[src/rtl/bcd_time_keeper.sv]
// bcd_time_keeper: time-of-day source (1 Hz divider plus BCD hh:mm:ss) with a ModeKey/UpKey set mode.
// Latency: every output is registered. Second, SecPulse and carries update on the edge where the divider reaches its terminal count.
// Backpressure: none. Key inputs are single-cycle pulses that are always accepted, and ModeKey takes priority over UpKey.
//
// Ports:
//   i_clk          system clock; all state changes on posedge
//   i_reset        synchronous active-high reset; overrides every other input
//   i_mode_key     one-cycle pulse; steps RUN -> SET_HOUR -> SET_MINUTE -> RUN
//   i_up_key       one-cycle pulse; increments the field being edited
//   o_hour         BCD hours 00..23
//   o_minute       BCD minutes 00..59
//   o_second       BCD seconds 00..59
//   o_mode         0 RUN, 1 SET_HOUR, 2 SET_MINUTE
//   o_sec_pulse    one-cycle strobe when o_second shows a new value
//   o_hour_chime   one-cycle strobe when o_minute wraps 59->00 by carry in RUN

module bcd_time_keeper #(
    parameter int TICKS_PER_SEC = 50000000,
    parameter int DIV_W         = 26
) (
    input  logic       i_clk,
    input  logic       i_reset,
    input  logic       i_mode_key,
    input  logic       i_up_key,
    output logic [7:0] o_hour,
    output logic [7:0] o_minute,
    output logic [7:0] o_second,
    output logic [1:0] o_mode,
    output logic       o_sec_pulse,
    output logic       o_hour_chime
);

    typedef enum logic [1:0] {
        RUN        = 2'd0,
        SET_HOUR   = 2'd1,
        SET_MINUTE = 2'd2
    } mode_t;

    localparam logic [DIV_W-1:0] DIV_LAST = DIV_W'(TICKS_PER_SEC - 1);

    mode_t            r_mode;
    logic [DIV_W-1:0] r_div;
    logic [7:0]       r_hour;
    logic [7:0]       r_minute;
    logic [7:0]       r_second;
    logic             r_sec_pulse;
    logic             r_hour_chime;

    // BCD increment with wrap at 'last'. A units nibble of 9 or more is treated
    // as 9 so that a corrupted nibble still steps back into legal BCD.
    function automatic logic [7:0] bcd_inc(input logic [7:0] v, input logic [7:0] last);
        logic [7:0] r;
        if (v == last) begin
            r = 8'h00;
        end else if (v[3:0] >= 4'd9) begin
            r = {v[7:4] + 4'd1, 4'd0};
        end else begin
            r = {v[7:4], v[3:0] + 4'd1};
        end
        return r;
    endfunction

    logic       w_tick;
    logic       w_sec_wrap;
    logic       w_min_wrap;
    logic [7:0] w_second_inc;
    logic [7:0] w_minute_inc;
    logic [7:0] w_hour_inc;

    always_comb begin
        w_tick       = (r_div == DIV_LAST);
        w_sec_wrap   = (r_second == 8'h59);
        w_min_wrap   = (r_minute == 8'h59);
        w_second_inc = bcd_inc(r_second, 8'h59);
        w_minute_inc = bcd_inc(r_minute, 8'h59);
        w_hour_inc   = bcd_inc(r_hour, 8'h23);
    end

    always_ff @(posedge i_clk) begin
        if (i_reset) begin
            r_mode       <= RUN;
            r_div        <= '0;
            r_hour       <= 8'h00;
            r_minute     <= 8'h00;
            r_second     <= 8'h00;
            r_sec_pulse  <= 1'b0;
            r_hour_chime <= 1'b0;
        end else begin
            // Strobes default low; only a RUN-mode tick raises them.
            r_sec_pulse  <= 1'b0;
            r_hour_chime <= 1'b0;
            case (r_mode)
                RUN: begin
                    if (i_mode_key) begin
                        // Divider and Second hold their values while the user edits.
                        r_mode <= SET_HOUR;
                    end else if (w_tick) begin
                        r_div       <= '0;
                        r_sec_pulse <= 1'b1;
                        r_second    <= w_second_inc;
                        if (w_sec_wrap) begin
                            r_minute <= w_minute_inc;
                            if (w_min_wrap) begin
                                r_hour       <= w_hour_inc;
                                r_hour_chime <= 1'b1;
                            end
                        end
                    end else begin
                        r_div <= r_div + 1'b1;
                    end
                end
                SET_HOUR: begin
                    if (i_mode_key) begin
                        r_mode <= SET_MINUTE;
                    end else if (i_up_key) begin
                        r_hour <= w_hour_inc;
                    end
                end
                SET_MINUTE: begin
                    if (i_mode_key) begin
                        // Restart the second on leaving set mode so the first
                        // SecPulse lands a full second later.
                        r_mode   <= RUN;
                        r_second <= 8'h00;
                        r_div    <= '0;
                    end else if (i_up_key) begin
                        // Minute edits wrap locally and never carry into Hour.
                        r_minute <= w_minute_inc;
                    end
                end
                default: begin
                    r_mode <= RUN;
                end
            endcase
        end
    end

    assign o_hour       = r_hour;
    assign o_minute     = r_minute;
    assign o_second     = r_second;
    assign o_mode       = r_mode;
    assign o_sec_pulse  = r_sec_pulse;
    assign o_hour_chime = r_hour_chime;

endmodule
[config.mk]
export PLATFORM = sky130hd
export DESIGN_NAME = bcd_time_keeper
export DESIGN_NICKNAME = d
export VERILOG_FILES = /design/src/rtl/bcd_time_keeper.sv
export SDC_FILE = /design/constraint.sdc
export NUM_CORES = 1
export LEC_CHECK = 0
export CORE_ASPECT_RATIO = 1.4
export CORE_MARGIN = 5
export CORE_UTILIZATION = 40
export CTS_BUF_LIST = sky130_fd_sc_hd__clkbuf_8
export CTS_CLUSTER_SIZE = 25
export DETAILED_ROUTE_END_ITERATION = 6
export MAX_ROUTING_LAYER = met4
export PLACE_DENSITY = 0.57
export SLEW_MARGIN = 20
export SYNTH_ARGS = -nofsm -noshare
export SYNTH_HDL_FRONTEND = slang
export SYNTH_SLANG_ARGS = --single-unit
[constraint.sdc]
create_clock -name i_clk -period 2.6 [get_ports i_clk]
set_input_delay 0.39 -clock i_clk [delete_from_list [all_inputs] [get_ports i_clk]]
set_output_delay 0.39 -clock i_clk [all_outputs]
set_load 0.03 [all_outputs]
# --- Word level (Yosys, flattened, before mapping) ---
# Cells that the tools add are included.
op_classes:
  n_addsub: 7
  n_lt_le_gt_ge: 3
  eq_ne: 18
  muxes: 33
  bitwise: 3
  n_reduce_logical: 11
op_table:
  columns: ["operator", "count"]
  rows:
  - ["$mux 8", 20]
  - ["$mux 26", 3]
  - ["$pmux 26 s2", 1]
  - ["$pmux 8 s2", 3]
  - ["$add 26x1->26 const B", 1]
  - ["$eq 26x26->1 const B", 1]
  - ["$add 4x1->4 const B", 6]
  - ["$ne 2x2->1 const B", 11]
  - ["$eq 8x7->1 const B", 2]
  - ["$ge 4x4->1 const B", 3]
  - ["$eq 8x6->1 const B", 1]
  - ["$reduce_and 7->1", 1]
  - ["$mux 2", 3]
  - ["$pmux 2 s3", 1]
  - ["$reduce_and 3->1", 2]
  - ["$reduce_and 6->1", 1]
  - ["$reduce_and 5->1", 1]
  - ["$reduce_or 5->1", 1]
  - ["$reduce_and 4->1", 1]
  - ["$reduce_bool 2->1", 2]
  - ["$ne 3x3->1 const B", 1]
  - ["$not 1->1", 3]
  - ["$reduce_or 3->1", 1]
  - ["$eq 2x1->1 const B", 1]
  - ["other kinds (3)", 4]
totals:
  register_bits: 54
  in_bits: 4
  out_inout_bits: 28

# --- Depth between registers and ports, before layout ---
# Gate-level depths: netlist (run 1).
depth:
  depth_word: 8
  depth_mapped: 9
  mapped_depth_nobuf: 8

# --- Worst setup path after synthesis (run 1) ---
# Ideal clock, no wire load.
synth_timing:
  kind: "flip-flop to flip-flop"
  start: "register r_div[0]"
  end: "register r_minute[4] (netlist: o_minute[4])"
  setup_time_ns: 0.128
  t_arrival_ns: 2.087
  required_ns: 2.472
  slack_ns: 0.385
  path_stages_with_launch: 8
  path_buffers: 0
  synth_period_minus_slack_ns: 2.215
  cell_sequence: "dfxtp_1 > ha_1 > nor4b_2 > nand4_2 > o41a_1 > nor4_4 > mux2i_1 > nor2_1"
synth_via:
  elab_chain_cells: 3
synth_rtl:
  columns: ["item", "line", "text"]
  rows:
  - ["from (decl)", "42", "logic [DIV_W-1:0] r_div;"]
  - ["from (signal assigned)", "109", "r_div <= r_div + 1'b1;"]
  - ["$eq 26x26->1", "71", "w_tick = (r_div == DIV_LAST);"]
  - ["$ne 2x2->1 (no source line)", null, null]
  - ["$reduce_and 6->1 (no source line)", null, null]
  - ["to (signal assigned)", "102", "r_minute <= w_minute_inc;"]
  - ["to (signal assigned)", "128", "r_minute <= w_minute_inc;"]
  - ["to (decl)", "44", "logic [7:0] r_minute;"]
# Every way passes these cells.
# A chain may end at the register's enable or synchronous reset.

# --- Final worst setup path (run 1) ---
layout_timing:
  start: "register r_div[1]"
  end: "register r_minute[4] (netlist: o_minute[4])"
# Same word-level chain as after synthesis.

==> flow_summary.ini, run 1 <==
[synth]
synth_edf_count = 0
postSynthCellCount = 345
synthesis_stage_register_bit_count = 54
yosys.area.top_type = sky130_fd_sc_hd__dfxtp_1
synth_top_flop_cell = sky130_fd_sc_hd__dfxtp_1
synth.area.top_cells = sky130_fd_sc_hd__dfxtp_1 (37%), sky130_fd_sc_hd__ha_1 (6.9%), sky130_fd_sc_hd__nor2_1 (5.3%), sky130_fd_sc_hd__nand2_1 (3.8%), sky130_fd_sc_hd__nand3_1 (3.5%)
synth_area_per_cell_um2 = 8.40
yosysTopAreaCellShare_pct = 37.3
synthDistinctLibCells = 53
postSynthNetCount = 365
synth_warnings = 0
cell_area_after_technology_mapping_um2 = 2900
synthArstFlopShare_pct = 0
synth-seq-area-share_pct = 37.3

[power]
powerDensity_nw_per_um2 = 425
sw_frac_of_total_pct = 25.4
combinationalPowerShare_pct = 9.5
power.share.clock_pct = 32.8
ir_drop_uv = 210
sequentialPowerShare_pct = 57.8
power.net_switching_w = 0.000375
leakagePower_nw = 1.24
total_power_w = 0.00148
cell_internal_pwr_w = 0.00110

[detailed_routing]
number_of_detailed_routing_iterations_run_before_antenna_repair = 4
antenna_violating_nets_post_route = 0
vias_per_cell = 5.40
routed_wl_mm = 7.04
routedWlPerCell_um = 14.6
iteration_0_drc_count_of_the_detailed_router = 129
via_count = 2606
detail_route.drc_violations = 0

[setup_path]
timing.critical_path.slowest_cell_delay_ns = 0.53
endpoint_kind = flip-flop
cp_max_fo = 6
data_required_critical_path_ns = 2.82
critPathArrivalTime_ns = 2.54
crit_chain = ha_1 > nor4b_2 > nand4_2 > o41a_1 > nor4_4 > mux2i_1 > nor2_1
cp_slowest_cell = sky130_fd_sc_hd__o41a_1
worstSetupStartpointType = flip-flop
critical_path_class = flip-flop to flip-flop

[layout]
final_util_pct = 49.5
final_net_count = 407
insertedDiodeCount = 0
layout-drive-gt1-share_pct = 7.99
syn_to_final_growth_pct = 20.0

[placement]
gp_routability_congestion = 0.814
detailed_placement_wirelength_estimate_mm = 5.52
buffer_ports.inserted = 31
worst_setup_slack_before_clock_tree_synthesis_ns = 0.267

[worst_hold_path]
worst_min_path_class = flip-flop to flip-flop

[cts]
clock-root-buffer = sky130_fd_sc_hd__clkbuf_8
path_clk_slew_ns = 0.10
post_cts_buffers = 0
cts_sinks = 54
worst_skew_pair_later_pin_latency_ns = 0.31
cts.hold.buffers_added = 0
cts_max_level = 2
cts-resized-gates = 0
tritoncts = done
cts_max_path_bufs = 2
cts-buffers-inserted = 5

[floorplanning]
placement_rows = 36
floorplan.die.width_um = 81.9
starting_density_of_the_core_pct = 41.2
die-height_um = 111
io_pins = 32
standard_cell_core_area_um2 = 7030
floorplan.die_area_um2 = 9070

[global_route]
globalRouteTotalUtil_pct = 17.2
gr-total-overflow = 0
antenna_violations_before_repair = 0
first_pass_grt_wire_length_mm = 12.2
grt_max_degree = 20
grt.met2_usage_pct = 28.3
met3_usage_pct = 2.52
most_used_routing_layer_in_global_routing = met2
use_met1_pct = 21.2
number_of_global_route_vias_before_repair = 2539

[timing]
postLayoutSetupSlackWorst_ns = 0.275
hold_slack_ns = 0.474
fmax_mhz = 430
timing.final.max_slew_violations = 0
timing_worst_slew_pin_value_ns = 0.561
timing_hold_violations_final = 0
maxSlewHeadroom_pct = 62.3
total_negative_slack_for_setup_checks_ns = 0
timing.final.setup_violations = 0
rsz0062_at_grt = false
final_min_period_over_clock_period_pct = 89.4
finalClockSkew_ns = 0.0126
final_period_minus_worst_setup_slack_ns = 2.32

[run]
cap_viol_max_count = 0

[run_status]
run_status = finished clean
cell usage in the layout (no fill, tap or decap), types with 6 or more instances in the layout:
| master | count |
|---|---|
| sky130_fd_sc_hd__xor2_1 | 10 |
| sky130_fd_sc_hd__buf_4 | 14 |
| sky130_fd_sc_hd__nand4_1 | 7 |
| sky130_fd_sc_hd__inv_1 | 15 |
| sky130_fd_sc_hd__a21oi_1 | 16 |
| sky130_fd_sc_hd__nor2_1 | 41 |
| sky130_fd_sc_hd__and2_1 | 7 |
| sky130_fd_sc_hd__clkdlybuf4s50_1 | 31 |
| sky130_fd_sc_hd__o31ai_1 | 8 |
| sky130_fd_sc_hd__and3_1 | 6 |
| sky130_fd_sc_hd__clkbuf_8 | 6 |
| sky130_fd_sc_hd__o21ai_0 | 15 |
| sky130_fd_sc_hd__xnor2_1 | 10 |
| sky130_fd_sc_hd__dfxtp_1 | 54 |
| sky130_fd_sc_hd__nor3_1 | 12 |
| sky130_fd_sc_hd__ha_1 | 16 |
| sky130_fd_sc_hd__nand3_1 | 20 |
| sky130_fd_sc_hd__nand2_1 | 29 |
routing by layer:
layer / vias up / wire length (um) / part of all wire, %
met1: 1244 / 2970 / 42
met2: 32 / 3710 / 53
met3: 12 / 191 / 2.7
met5: - / 0 / 0
li1: 1318 / - / -
met4: 0 / 163 / 2.3
registers in the layout (all words and copies together) (netlist names):
signal	cells
o_hour	8
o_hour_chime	1
o_minute	8
o_mode	2
o_sec_pulse	1
o_second	8
r_div	26
logic make-up (layout without fill, tap and decap cells):
family	count (synthesis)	in the layout	synth area share [%]
AO/OA/AOI/OAI	65	65	14.6
adder cells (fa/ha/maj)	16	16	6.91
buffers and inverters	24	67	3.37
flip-flops	54	54	37.3
XOR/XNOR	20	20	6.04
AND/OR/NAND/NOR	163	163	30.7
multiplexers	3	3	1.04
critical path, delay by kind of cell (launching register included):
kind,cells,cell delay [ns]
compound gates,1,0.53
fa+ha+maj,1,0.19
simple gates,4,0.88
mux,1,0.24
flops,1,0.40
area by class of cell:
class                   instances  area (um^2)
fillers                       732         3550
multi-input cells             267         1720
flip-flops and latches         54         1080
repair buffers                 45          415
well taps                      95          119
clock buffers                   6         82.6
inverters                      14         52.6
clock inverters                 2         8.76
path summary, 6_finish.rpt:
kind | to | depth (start not counted) | slack [ns] | from
worst min register to register | r_div[22] | 1 | 0.47 | r_div[22]
worst min-delay path | r_div[22] | 1 | 0.47 | r_div[22]
worst max-delay path | o_minute[4] | 7 | 0.28 | r_div[1]
worst max register to register | o_minute[4] | 7 | 0.28 | r_div[1]
power groups by stage:
stage	clock network, W	logic, W	registers (W)
6_report	0.000484	0.000140	0.000853
5_1_grt	0.000539	0.000157	0.000856
4_1_cts	0.000506	0.000141	0.000853
3_3_place_gp	0	0.000139	0.000872
2_1_floorplan	0	0.0000888	0.000872
3_5_place_dp	0	0.000140	0.000873
cell usage after synthesis (2+ instances only):
cell and number:
sky130_fd_sc_hd__a2bb2oi_1 2, sky130_fd_sc_hd__nor2_1 41, sky130_fd_sc_hd__nor3_2 2, sky130_fd_sc_hd__a31oi_1 2, sky130_fd_sc_hd__buf_2 3, sky130_fd_sc_hd__nor2b_1 5
sky130_fd_sc_hd__o31a_1 2, sky130_fd_sc_hd__dfxtp_1 54, sky130_fd_sc_hd__nand2_1 29, sky130_fd_sc_hd__nor4_1 3, sky130_fd_sc_hd__nand2b_1 4, sky130_fd_sc_hd__nand4_1 7
sky130_fd_sc_hd__a21oi_1 16, sky130_fd_sc_hd__clkbuf_1 6, sky130_fd_sc_hd__o21ai_0 15, sky130_fd_sc_hd__or4_1 4, sky130_fd_sc_hd__or3_1 2, sky130_fd_sc_hd__o221ai_1 2
sky130_fd_sc_hd__a41oi_1 3, sky130_fd_sc_hd__xor2_1 10, sky130_fd_sc_hd__nand4b_1 3, sky130_fd_sc_hd__nor4bb_1 3, sky130_fd_sc_hd__inv_1 14, sky130_fd_sc_hd__or2_2 3
sky130_fd_sc_hd__mux2i_1 3, sky130_fd_sc_hd__and3_1 6, sky130_fd_sc_hd__nand3_1 20, sky130_fd_sc_hd__xnor2_1 10, sky130_fd_sc_hd__o21ai_1 2, sky130_fd_sc_hd__ha_1 16
sky130_fd_sc_hd__and2_1 7, sky130_fd_sc_hd__nor3_1 12, sky130_fd_sc_hd__and4_1 5, sky130_fd_sc_hd__o31ai_1 8, sky130_fd_sc_hd__o21a_1 3
stage by stage:
stage / area [um^2] / std cells
finish: 3480 / 483
global placement: 3390 / 475
floorplan: 2900 / 345
detailed placement: 3390 / 475
global route: 3480 / 483
CTS: 3480 / 483
Note: power is estimated with default switching activity, not from simulation.
==> run 2: changes to the inputs <==
--- a/config.mk
+++ b/config.mk
@@ -7,12 +7,12 @@
 export LEC_CHECK = 0
 export CORE_ASPECT_RATIO = 1.4
 export CORE_MARGIN = 5
-export CORE_UTILIZATION = 40
+export CORE_UTILIZATION = 50
 export CTS_BUF_LIST = sky130_fd_sc_hd__clkbuf_8
 export CTS_CLUSTER_SIZE = 25
 export DETAILED_ROUTE_END_ITERATION = 6
 export MAX_ROUTING_LAYER = met4
-export PLACE_DENSITY = 0.57
+export PLACE_DENSITY = 0.69
 export SLEW_MARGIN = 20
 export SYNTH_ARGS = -nofsm -noshare
 export SYNTH_HDL_FRONTEND = slang
==> run 2 against run 1 <==
  * Highest routed layer unchanged
  * Clock power fell by 9.3%
  * Clock-buffer cell count shrank 1
  * Register-to-register slack got worse by 0.03 ns
  * Via count rose by 1.7%
==> flow_summary.ini, run 2 (synthesis gave the netlist of run 1 again) <==
[run_status]
run_status = finished clean

[placement]
gp_routability_congestion = 0.859
detailed_placement_wirelength_estimate_mm = 5.05
placed_cells = 444
worst_setup_slack_before_clock_tree_synthesis_ns = 0.265
buffer_ports.inserted = 31

[layout]
flip_flop_count_of_the_largest_register_all_copies_and_words_added = 26
insertedDiodeCount = 0
largest_register = r_div
final_util_pct = 61.1
final_cells = 451
layout-drive-gt1-share_pct = 6.53
syn_to_final_growth_pct = 17.3
final_net_count = 403
mostFrequentLayoutCell = sky130_fd_sc_hd__dfxtp_1
number_of_filler_cells_placed_in_the_layout = 489
layout.cells.most_common_list = sky130_fd_sc_hd__dfxtp_1 (54), sky130_fd_sc_hd__nor2_1 (41), sky130_fd_sc_hd__clkdlybuf4s50_1 (31), sky130_fd_sc_hd__nand2_1 (29), sky130_fd_sc_hd__nand3_1 (20)

[global_route]
grt_max_degree = 20
antenna_violations_before_repair = 0
gr-total-overflow = 0
first_pass_grt_wire_length_mm = 11.2
globalRouteTotalUtil_pct = 19.2
number_of_global_route_vias_before_repair = 2442

[timing]
final_period_minus_worst_setup_slack_ns = 2.36
final_min_period_over_clock_period_pct = 90.7
timing_worst_slew_pin_value_ns = 0.758
postLayoutSetupSlackWorst_ns = 0.242
total_negative_slack_for_setup_checks_ns = 0
maxSlewHeadroom_pct = 49.0
fmax_mhz = 424
timing.final.setup_violations = 0
timing_hold_violations_final = 0
finalClockSkew_ns = 0.00637
timing.final.max_slew_violations = 0
rsz0062_at_grt = false

[power]
ir_drop_uv = 305
powerDensity_nw_per_um2 = 421
leakagePower_nw = 1.22

[cts]
path_clk_slew_ns = 0.09
tritoncts = done
post_cts_buffers = 0
cts_sinks = 54
cts_max_level = 2
clock-root-buffer = sky130_fd_sc_hd__clkbuf_8
cts-buffers-inserted = 5
worst_skew_pair_later_pin_latency_ns = 0.30
cts.hold.buffers_added = 0
cts_max_path_bufs = 2
cts-resized-gates = 0

[detailed_routing]
vias_per_cell = 5.88
iteration_0_drc_count_of_the_detailed_router = 156
number_of_detailed_routing_iterations_run_before_antenna_repair = 4
routed_wl_mm = 6.70
routedWlPerCell_um = 14.9
detail_route.drc_violations = 0
via_count = 2651
antenna_violating_nets_post_route = 0

[setup_path]
timing.critical_path.slowest_cell_delay_ns = 0.53
cp_slowest_cell = sky130_fd_sc_hd__o41a_1
regToRegSetupSlack_ns = 0.24
cpLargestDelayFamily = simple AND/OR/NAND/NOR gates
critical_path_class = flip-flop to flip-flop
crit_chain = ha_1 > nor4b_2 > nand4_2 > o41a_1 > nor4_4 > mux2i_1 > nor2_1
worst-r2r-cell-count = 7
timing.critical_path.buf_inv = 0
worstSetupStartpointType = flip-flop
data_required_critical_path_ns = 2.80
reg_to_reg_endpoint = o_minute[5]
reg2reg_from = r_div[0]
critPathArrivalTime_ns = 2.56
endpoint_kind = flip-flop
cp_max_fo = 6

[worst_hold_path]
worst_hold_path.num_cells = 1
worst_min_path_class = flip-flop to flip-flop
hold_path.startpoint = r_div[22]
whs_endpoint = r_div[22]

[floorplanning]
floorplan.die.width_um = 74.3
io_pins = 32
standard_cell_core_area_um2 = 5570
starting_density_of_the_core_pct = 52.1
placement_rows = 32
floorplan.die_area_um2 = 7440
die-height_um = 100

[run]
cap_viol_max_count = 0
run 2: cell types whose count changed in the layout (fill, tap and decap cells not counted):
cell,before,now
sky130_fd_sc_hd__buf_4,14,10
sky130_fd_sc_hd__clkbuf_8,6,5
sky130_fd_sc_hd__clkinv_2,1,0
sky130_fd_sc_hd__inv_1,15,16
run 2: cell type report:
| cell class | instances | area [um^2] | share of cell area, % |
|---|---|---|---|
| clock buffer | 5 | 68.8 | 2.02 |
| clock inverter | 2 | 7.51 | 0.221 |
| inverter | 14 | 52.6 | 1.55 |
| multi-input combinational | 267 | 1720 | 50.6 |
| sequential | 54 | 1080 | 31.8 |
| tap | 68 | 85.1 | 2.50 |
| timing repair buffer | 41 | 385 | 11.3 |
run 2: power by group:
| part | total, W | internal, W | switching [W] |
|---|---|---|---|
| clock network | 0.000439 | 0.000179 | 0.000261 |
| registers | 0.000853 | 0.000835 | 0.0000185 |
| logic | 0.000138 | 0.0000536 | 0.0000849 |
| total | 0.00143 | 0.00107 | 0.000364 |
run 2: worst max-delay path by stage:
stage          startpoint           to  slack, ns  cells past startpoint
3_5_place_dp     r_div[0]  o_minute[5]       0.26                      7
6_report         r_div[0]  o_minute[5]       0.24                      7
2_1_floorplan    r_div[0]  o_minute[4]       0.39                      7
5_1_grt          r_div[0]  o_minute[6]       0.07                      7
3_3_place_gp     r_div[0]  o_minute[5]       0.31                      7
4_1_cts          r_div[0]  o_minute[5]       0.23                      7
run 2: metal layers:
layer	up-vias	part of all wire, %	wire length (um)	GRT usage (%)
met5	-	0	0	-
li1	1315	-	-	-
met3	16	2.6	172	2.81
met4	0	2.3	155	6.44
met1	1274	42	2810	21.1
met2	46	53	3560	34.6
run 2: per-stage QoR:
| stage | hold WS [ns] | area, um^2 | power [W] |
|---|---|---|---|
| 2_1_floorplan | 0.426 | 2900 | 0.000961 |
| 3_3_place_gp | 0.447 | 3320 | 0.00101 |
| 3_5_place_dp | 0.448 | 3320 | 0.00101 |
| 4_1_cts | 0.463 | 3400 | 0.00144 |
| 5_1_grt | 0.494 | 3400 | 0.00149 |
| 6_report | 0.467 | 3400 | 0.00143 |
==> run 3: changes to the inputs <==
--- a/config.mk
+++ b/config.mk
@@ -11,7 +11,6 @@
 export CTS_BUF_LIST = sky130_fd_sc_hd__clkbuf_8
 export CTS_CLUSTER_SIZE = 25
 export DETAILED_ROUTE_END_ITERATION = 6
-export MAX_ROUTING_LAYER = met4
 export PLACE_DENSITY = 0.69
 export SLEW_MARGIN = 20
 export SYNTH_ARGS = -nofsm -noshare
==> run 3 against run 2 <==
  * Via count hardly changed
  * Global-route usage is 0.50 points lower
  * Cell count stayed put
  * First-iteration DRC count is 1.9% higher
  * Clock power hardly changed
  * Critical path depth stayed put
  * Largest cell class unchanged
==> flow_summary.ini, run 3 (synthesis gave the netlist of run 1 again) <==
[cts]
clock-root-buffer = sky130_fd_sc_hd__clkbuf_8
worst_skew_pair_later_pin_latency_ns = 0.30
cts.hold.buffers_added = 0
cts_sinks = 54
cts_max_path_bufs = 2
cts-resized-gates = 0
path_clk_slew_ns = 0.09
cts_max_level = 2
tritoncts = done
cts-buffers-inserted = 5
post_cts_buffers = 0

[setup_path]
data_required_critical_path_ns = 2.80
reg2reg_from = r_div[0]
crit_chain = ha_1 > nor4b_2 > nand4_2 > o41a_1 > nor4_4 > mux2i_1 > nor2_1
worst-r2r-cell-count = 7
reg_to_reg_endpoint = o_minute[5]
critical_path_class = flip-flop to flip-flop
worstSetupStartpointType = flip-flop
timing.critical_path.slowest_cell_delay_ns = 0.53
regToRegSetupSlack_ns = 0.25
endpoint_kind = flip-flop
critPathArrivalTime_ns = 2.56
cp_slowest_cell = sky130_fd_sc_hd__o41a_1
cp_max_fo = 6
critical_path.endpoint = o_minute[5]
critPathLaunch = r_div[0]

[floorplanning]
standard_cell_core_area_um2 = 5570
placement_rows = 32
starting_density_of_the_core_pct = 52.1
die-height_um = 100
floorplan.die_area_um2 = 7440
floorplan.die.width_um = 74.3
io_pins = 32

[power]
powerDensity_nw_per_um2 = 420
ir_drop_uv = 303
leakagePower_nw = 1.22

[layout]
multiInputGateArea_um2 = 1720
layout-drive-gt1-share_pct = 6.53
number_of_filler_cells_placed_in_the_layout = 489
mostFrequentLayoutCell = sky130_fd_sc_hd__dfxtp_1
final_net_count = 403
syn_to_final_growth_pct = 17.3
flip_flop_count_of_the_largest_register_all_copies_and_words_added = 26
largest_register = r_div
layout.cells.most_common_list = sky130_fd_sc_hd__dfxtp_1 (54), sky130_fd_sc_hd__nor2_1 (41), sky130_fd_sc_hd__clkdlybuf4s50_1 (31), sky130_fd_sc_hd__nand2_1 (29), sky130_fd_sc_hd__nand3_1 (20)
final_util_pct = 61.1
seqCellArea_um2 = 1080
insertedDiodeCount = 0
final_cells = 451

[detailed_routing]
iteration_0_drc_count_of_the_detailed_router = 159
number_of_detailed_routing_iterations_run_before_antenna_repair = 4
via_count = 2649
routed_wl_mm = 6.70
detail_route.drc_violations = 0
antenna_violating_nets_post_route = 0
routedWlPerCell_um = 14.9
vias_per_cell = 5.87

[timing]
timing_worst_slew_pin_value_ns = 0.756
rsz0062_at_grt = false
final_min_period_over_clock_period_pct = 90.5
finalClockSkew_ns = 0.00672
timing.final.setup_violations = 0
timing.final.max_slew_violations = 0
timing_hold_violations_final = 0
final_period_minus_worst_setup_slack_ns = 2.35
total_negative_slack_for_setup_checks_ns = 0
fmax_mhz = 425
maxSlewHeadroom_pct = 49.2

[global_route]
antenna_violations_before_repair = 0
first_pass_grt_wire_length_mm = 11.2
globalRouteTotalUtil_pct = 18.7
gr-total-overflow = 0
grt_max_degree = 20
number_of_global_route_vias_before_repair = 2439

[placement]
detailed_placement_wirelength_estimate_mm = 5.05
placed_cells = 444
gp_routability_congestion = 0.845
buffer_ports.inserted = 31

[run_status]
run_status = finished clean

[run]
cap_viol_max_count = 0

[worst_hold_path]
worst_min_path_class = flip-flop to flip-flop
==> run 3: cell counts in the layout (fill, tap and decap cells not counted) <==
No cell type changed its count.
==> run 3: layout make-up <==
| type | count | area share, % |
|---|---|---|
| clock buffer | 5 | 2.02 |
| clock inverter | 2 | 0.221 |
| inverter | 14 | 1.55 |
| multi-input combinational | 267 | 50.6 |
| sequential | 54 | 31.8 |
| tap | 68 | 2.50 |
| timing repair buffer | 41 | 11.3 |
==> run 3: worst max-delay path: cells and delay by family, from the launching register on <==
kind / cells / cell delay (ns)
adders and majority gates: 1 / 0.19
AOI/OAI and AO/OA: 1 / 0.53
and+or+nand+nor: 4 / 0.88
muxes: 1 / 0.23
DFF: 1 / 0.42
==> run 3: power by group <==
group          internal [W]  switching (W)
combinational     0.0000535      0.0000849
clock              0.000179       0.000259
sequential         0.000835      0.0000184
total               0.00107       0.000362
==> run 3: metal layers <==
metal  wire length [um]  global-route usage [%]
met3                176                    2.91
met1               2820                    21.1
met2               3560                    34.6
met5                  0                       0
met4                151                    6.44
==> run 3: worst min-delay path by stage <==
| stage | from | end | slack [ns] | depth (start not counted) |
|---|---|---|---|---|
| after floorplan | r_div[22] | r_div[22] | 0.43 | 1 |
| after global placement | r_div[22] | r_div[22] | 0.45 | 1 |
| after detailed placement | r_div[22] | r_div[22] | 0.45 | 1 |
| after CTS | r_div[22] | r_div[22] | 0.46 | 1 |
| after global routing | r_div[22] | r_div[22] | 0.49 | 1 |
| final | r_div[22] | r_div[22] | 0.47 | 1 |
==> run 3: stage by stage <==
stage               hold slack, ns  total power [W]  worst slack (ns)  cell area (um^2)
floorplan                    0.426         0.000961             0.385              2900
global placement             0.447          0.00101             0.308              3320
detailed placement           0.448          0.00101             0.265              3320
CTS                          0.463          0.00144             0.231              3400
global route                 0.494          0.00149            0.0669              3400
finish                       0.467          0.00143             0.247              3400
